==> src/rtl/imm_ext_pkg.sv <==
// imm_ext_pkg: immediate-extension mode encodings and default widths
package imm_ext_pkg;
   localparam logic [1:0] IMM_MODE_SIGN   = 2'd0;
   localparam logic [1:0] IMM_MODE_ZERO   = 2'd1;
   localparam logic [1:0] IMM_MODE_UPPER  = 2'd2;
   localparam logic [1:0] IMM_MODE_BRANCH = 2'd3;
   localparam int IMM_IN_W  = 16;
   localparam int IMM_OUT_W = 32;
endpackage

==> src/rtl/imm_extend_pipe_core.sv <==
// imm_ext_core: combinational sign/zero/upper/branch extension of a narrow immediate
module imm_ext_core
   import imm_ext_pkg::*;
#(
   parameter int IN_W  = IMM_IN_W,
   parameter int OUT_W = IMM_OUT_W
) (
   input  logic [IN_W-1:0]  imm_i,
   input  logic [1:0]       mode_i,
   output logic [OUT_W-1:0] ext_o
);
   if (OUT_W < IN_W + 2) begin : g_bad_width
      $error("imm_ext_core: OUT_W must be >= IN_W + 2");
   end
   logic [OUT_W-1:0] sext, zext;
   assign sext = {{(OUT_W-IN_W){imm_i[IN_W-1]}}, imm_i};
   assign zext = {{(OUT_W-IN_W){1'b0}}, imm_i};
   // shifts stay within OUT_W, so UPPER and BRANCH drop their overflowing MSBs
   always_comb begin
      ext_o = mode_i == IMM_MODE_SIGN  ? sext :
              mode_i == IMM_MODE_ZERO  ? zext :
              mode_i == IMM_MODE_UPPER ? zext << (OUT_W-IN_W) :
                                         sext << 2;
   end
endmodule

==> src/rtl/imm_extend_pipe.sv <==
// imm_extend_pipe: registered immediate-extension stage with valid/ready handshake.
// Define IMM_EXT_SKID_EN to add a skid register and a registered in_ready.
module imm_extend_pipe
   import imm_ext_pkg::*;
#(
   parameter int IN_W  = IMM_IN_W,
   parameter int OUT_W = IMM_OUT_W,
   parameter int TAG_W = 5
) (
   input  logic             clk,
   input  logic             rst,
   input  logic             in_valid,
   output logic             in_ready,
   input  logic [IN_W-1:0]  in_imm,
   input  logic [1:0]       in_mode,
   input  logic [TAG_W-1:0] in_tag,
   output logic             out_valid,
   input  logic             out_ready,
   output logic [OUT_W-1:0] out_data,
   output logic [TAG_W-1:0] out_tag
);
   logic [OUT_W-1:0] ext;
   logic             valid_q, valid_d;
   logic [OUT_W-1:0] data_q, data_d;
   logic [TAG_W-1:0] tag_q, tag_d;
   logic             accept;

   imm_ext_core #(.IN_W(IN_W), .OUT_W(OUT_W)) u_core (
      .imm_i (in_imm),
      .mode_i(in_mode),
      .ext_o (ext)
   );

   assign accept    = in_valid && in_ready;
   assign out_valid = valid_q;
   assign out_data  = data_q;
   assign out_tag   = tag_q;

`ifdef IMM_EXT_SKID_EN
   logic             skid_valid_q, skid_valid_d;
   logic [OUT_W-1:0] skid_data_q, skid_data_d;
   logic [TAG_W-1:0] skid_tag_q, skid_tag_d;

   assign in_ready = !skid_valid_q;

   // in_ready is low whenever the skid holds a beat, so skid refill and accept never coincide
   always_comb begin
      valid_d      = valid_q;
      data_d       = data_q;
      tag_d        = tag_q;
      skid_valid_d = skid_valid_q;
      skid_data_d  = skid_data_q;
      skid_tag_d   = skid_tag_q;
      if (!valid_q || out_ready) begin
         if (skid_valid_q) begin
            valid_d      = 1'b1;
            data_d       = skid_data_q;
            tag_d        = skid_tag_q;
            skid_valid_d = 1'b0;
         end else if (accept) begin
            valid_d = 1'b1;
            data_d  = ext;
            tag_d   = in_tag;
         end else begin
            valid_d = 1'b0;
         end
      end else if (accept) begin
         skid_valid_d = 1'b1;
         skid_data_d  = ext;
         skid_tag_d   = in_tag;
      end
   end

   always_ff @(posedge clk or posedge rst) begin
      if (rst) begin
         skid_valid_q <= 1'b0;
         skid_data_q  <= '0;
         skid_tag_q   <= '0;
      end else begin
         skid_valid_q <= skid_valid_d;
         skid_data_q  <= skid_data_d;
         skid_tag_q   <= skid_tag_d;
      end
   end
`else
   assign in_ready = !valid_q || out_ready;

   always_comb begin
      valid_d = accept ? 1'b1 : (out_ready ? 1'b0 : valid_q);
      data_d  = accept ? ext : data_q;
      tag_d   = accept ? in_tag : tag_q;
   end
`endif

   always_ff @(posedge clk or posedge rst) begin
      if (rst) begin
         valid_q <= 1'b0;
         data_q  <= '0;
         tag_q   <= '0;
      end else begin
         valid_q <= valid_d;
         data_q  <= data_d;
         tag_q   <= tag_d;
      end
   end
endmodule

==> config.mk <==
export PLATFORM = sky130hd
export DESIGN_NAME = imm_extend_pipe
export DESIGN_NICKNAME = d
export VERILOG_FILES = /design/src/rtl/imm_ext_pkg.sv /design/src/rtl/imm_extend_pipe_core.sv /design/src/rtl/imm_extend_pipe.sv
export SDC_FILE = /design/constraint.sdc
export NUM_CORES = 1
export LEC_CHECK = 0
export ABC_AREA = 1
export BUFFER_PORTS_ARGS = -buffer_cell sky130_fd_sc_hd__buf_2
export CORE_MARGIN = 5
export CORE_UTILIZATION = 30
export CTS_CLUSTER_DIAMETER = 100
export DETAILED_ROUTE_END_ITERATION = 6
export PLACE_DENSITY = 0.62
export SETUP_SLACK_MARGIN = 0.15
export SLEW_MARGIN = 20
export SYNTH_ARGS = -nofsm -noshare
export SYNTH_HDL_FRONTEND = slang
export SYNTH_HIERARCHICAL = 1
export SYNTH_SLANG_ARGS = --single-unit
==> constraint.sdc <==
create_clock -name clk -period 2.6 [get_ports clk]
set_clock_uncertainty 0.05 [all_clocks]
set_input_delay 0.26 -clock clk [delete_from_list [all_inputs] [get_ports clk]]
set_output_delay 0.26 -clock clk [all_outputs]
set_load 0.005 [all_outputs]
==> results.json <==
{
  "grt_pass1_wl_um": 9190,
  "yosysUniqueCellTypes": 15,
  "rows": 29,
  "hold_viol_final": 0,
  "fill_cells": 693,
  "cts.sinks": 38,
  "syn_nets": 272,
  "fin_ws_ns": 0.953,
  "cts_inserted_buffers": 5,
  "cp.arrival_ns": 1.34,
  "syn2layout_area_growth_pct": 19.8,
  "die_y_um": 91.5,
  "peakVddDrop_v": 0.000414,
  "overflow": 0,
  "period_needed_ns": 1.65,
  "required_ns": 2.29,
  "clk_latency_ns": 0.29,
  "final_max_slew_viol_count": 0,
  "wirelength_um": 5410,
  "hold_class": "in -> async",
  "drtPass1Iterations": 5,
  "grt_max_degree": 40,
  "grt_pass1_vias": 1834,
  "final_common_cell": "nand2_1",
  "clockBufferDepth": 2,
  "finalSetupViolCount": 0,
  "post_cts_buffers": 0,
  "stdcell_area_mm2": 0.00239,
  "ys_async_sr_fraction_pct": 100,
  "drc": 0,
  "clk_pin_slew_worst_paths_ns": 0.08,
  "synth_seq_cells": 38,
  "power_density_mw_per_mm2": 643,
  "ys_seq_area_share_pct": 47.7,
  "grt_usage_pct": 13.8,
  "coreArea_mm2": 0.00642,
  "wire_per_inst_um": 14.3,
  "cts_resized": 0,
  "start_util_pct": 31.0,
  "rsz0062_at_grt": "false",
  "cts_tree": "built",
  "antenna_found_initial": 0,
  "ant_nets": 0,
  "cts_htree_levels": 2,
  "nets": 327,
  "io_pins": 66,
  "tightest_slew_ns": 0.681,
  "post-route-util_pct": 37.2,
  "vias": 1794,
  "yosysWarnings": 6,
  "synth_area_per_cell_um2": 8.14,
  "dp.final_hpwl_um": 3910,
  "place_ws_ns": 0.871,
  "start_kind": "flip-flop",
  "status": "completed",
  "maxCapViolCount": 0,
  "ctsHoldBuffers": 0,
  "antennaDiodeCount": 0,
  "setup_tns_ns": 0,
  "cts_root_buf": "clkbuf_8",
  "synth.cell_area_mm2": 0.00199,
  "crit_fanout": 39,
  "final_cell_mix": "nand2_1 (77), buf_2 (65), nand3_1 (54), dfrtp_1 (38), inv_1 (17)",
  "critical_path_class": "reg -> out",
  "die_area_mm2": 0.00837,
  "vias_per_cell": 4.75,
  "io_buffer_count": 65,
  "yosys_most_used_dff": "dfrtp_1",
  "gp_congestion": 0.827,
  "slew_headroom_pct": 54.4,
  "drt-initial-drc-count": 113,
  "max_freq_mhz": 607,
  "layout-drive-gt1-share_pct": 30.2,
  "synthCells": 245,
  "die_x_um": 91.5,
  "placed_area_mm2": 0.00228,
  "endpoint_kind": "output pin",
  "min_period_over_period_pct": 63.4,
  "power.leakage_nw": 1.34,
  "synth-edff-count": 0
}
-- where the power goes --
group,total (mW),switching (mW),internal [mW],leakage (nW)
Sequential,0.712,0.0404,0.672,0.481
Combinational,0.330,0.195,0.135,0.807
Clock,0.494,0.207,0.287,0.0524
-- critical path, stage by stage (launching register included) --
cell	delay [ns]
dfrtp_1	0.41
nand2_4	0.10
buf_4	0.35
buf_2	0.19
-- synth_stat cells, types with 4 or more instances --
master   instances  area, µm²
nand3_1         54        270
inv_1           17       63.8
nor2_1           4       15.0
o22ai_1         14       87.6
a21oi_1          4       20.0
dfrtp_1         38        951
buf_2            7       35.0
nand2_1         77        289
buf_6            6       67.6
a21oi_2         10       87.6
buf_4            7       52.6
-- flip-flops by register name, summed over array words and instances (netlist names) --
name,count
out_data,32
out_tag,5
out_valid,1
-- area by class of cell --
cell class / count / area, µm² / share of cell area, %
tap: 77 / 96.3 / 4.03
timing repair buffer: 68 / 348 / 14.6
inverter: 19 / 71.3 / 2.99
clock buffer: 7 / 76.3 / 3.20
clock inverter: 1 / 30.0 / 1.26
sequential: 38 / 951 / 39.8
multi-input combinational: 168 / 816 / 34.2
-- cells by family after synthesis --
group / Yosys count / synth area share, %
AOI/OAI and AO/OA: 28 / 9.79
buffers and inverters: 39 / 11.4
DFF: 38 / 47.7
and+or+nand+nor: 140 / 31.1
-- per-stage QoR --
step | hold WS (ns) | power [mW] | instances
finish | 0.0274 | 1.54 | 378
global route | 0.0730 | 1.65 | 378
CTS | 0.0431 | 1.57 | 378
detailed placement | 0.362 | 1.06 | 370
global placement | 0.356 | 1.06 | 370
floorplan | 0.355 | 0.927 | 245
-- worst paths after layout --
kind                       slack, ns  cells past startpoint          from      endpoint
max                             0.95                      3     out_valid      in_ready
min                             0.03                      3           rst  out_data[22]
max reg2reg                     1.25                      4     out_valid  out_data[19]
min reg2reg                     0.42                      2  out_data[26]  out_data[26]
max in group asynchronous       2.14                      3           rst  out_data[18]
min in group clk                0.15                      3     in_tag[1]    out_tag[1]
-- metal layers --
layer	wire length, µm	up-vias	part of all wire [%]	GRT usage, %
met3	389	2	7.2	5.54
met2	2360	58	44	20.4
li1	-	905	-	-
met5	0	-	0	0
met4	31	0	0.57	3.02
met1	2630	829	49	18.9
(Power assumes the default switching activity.)
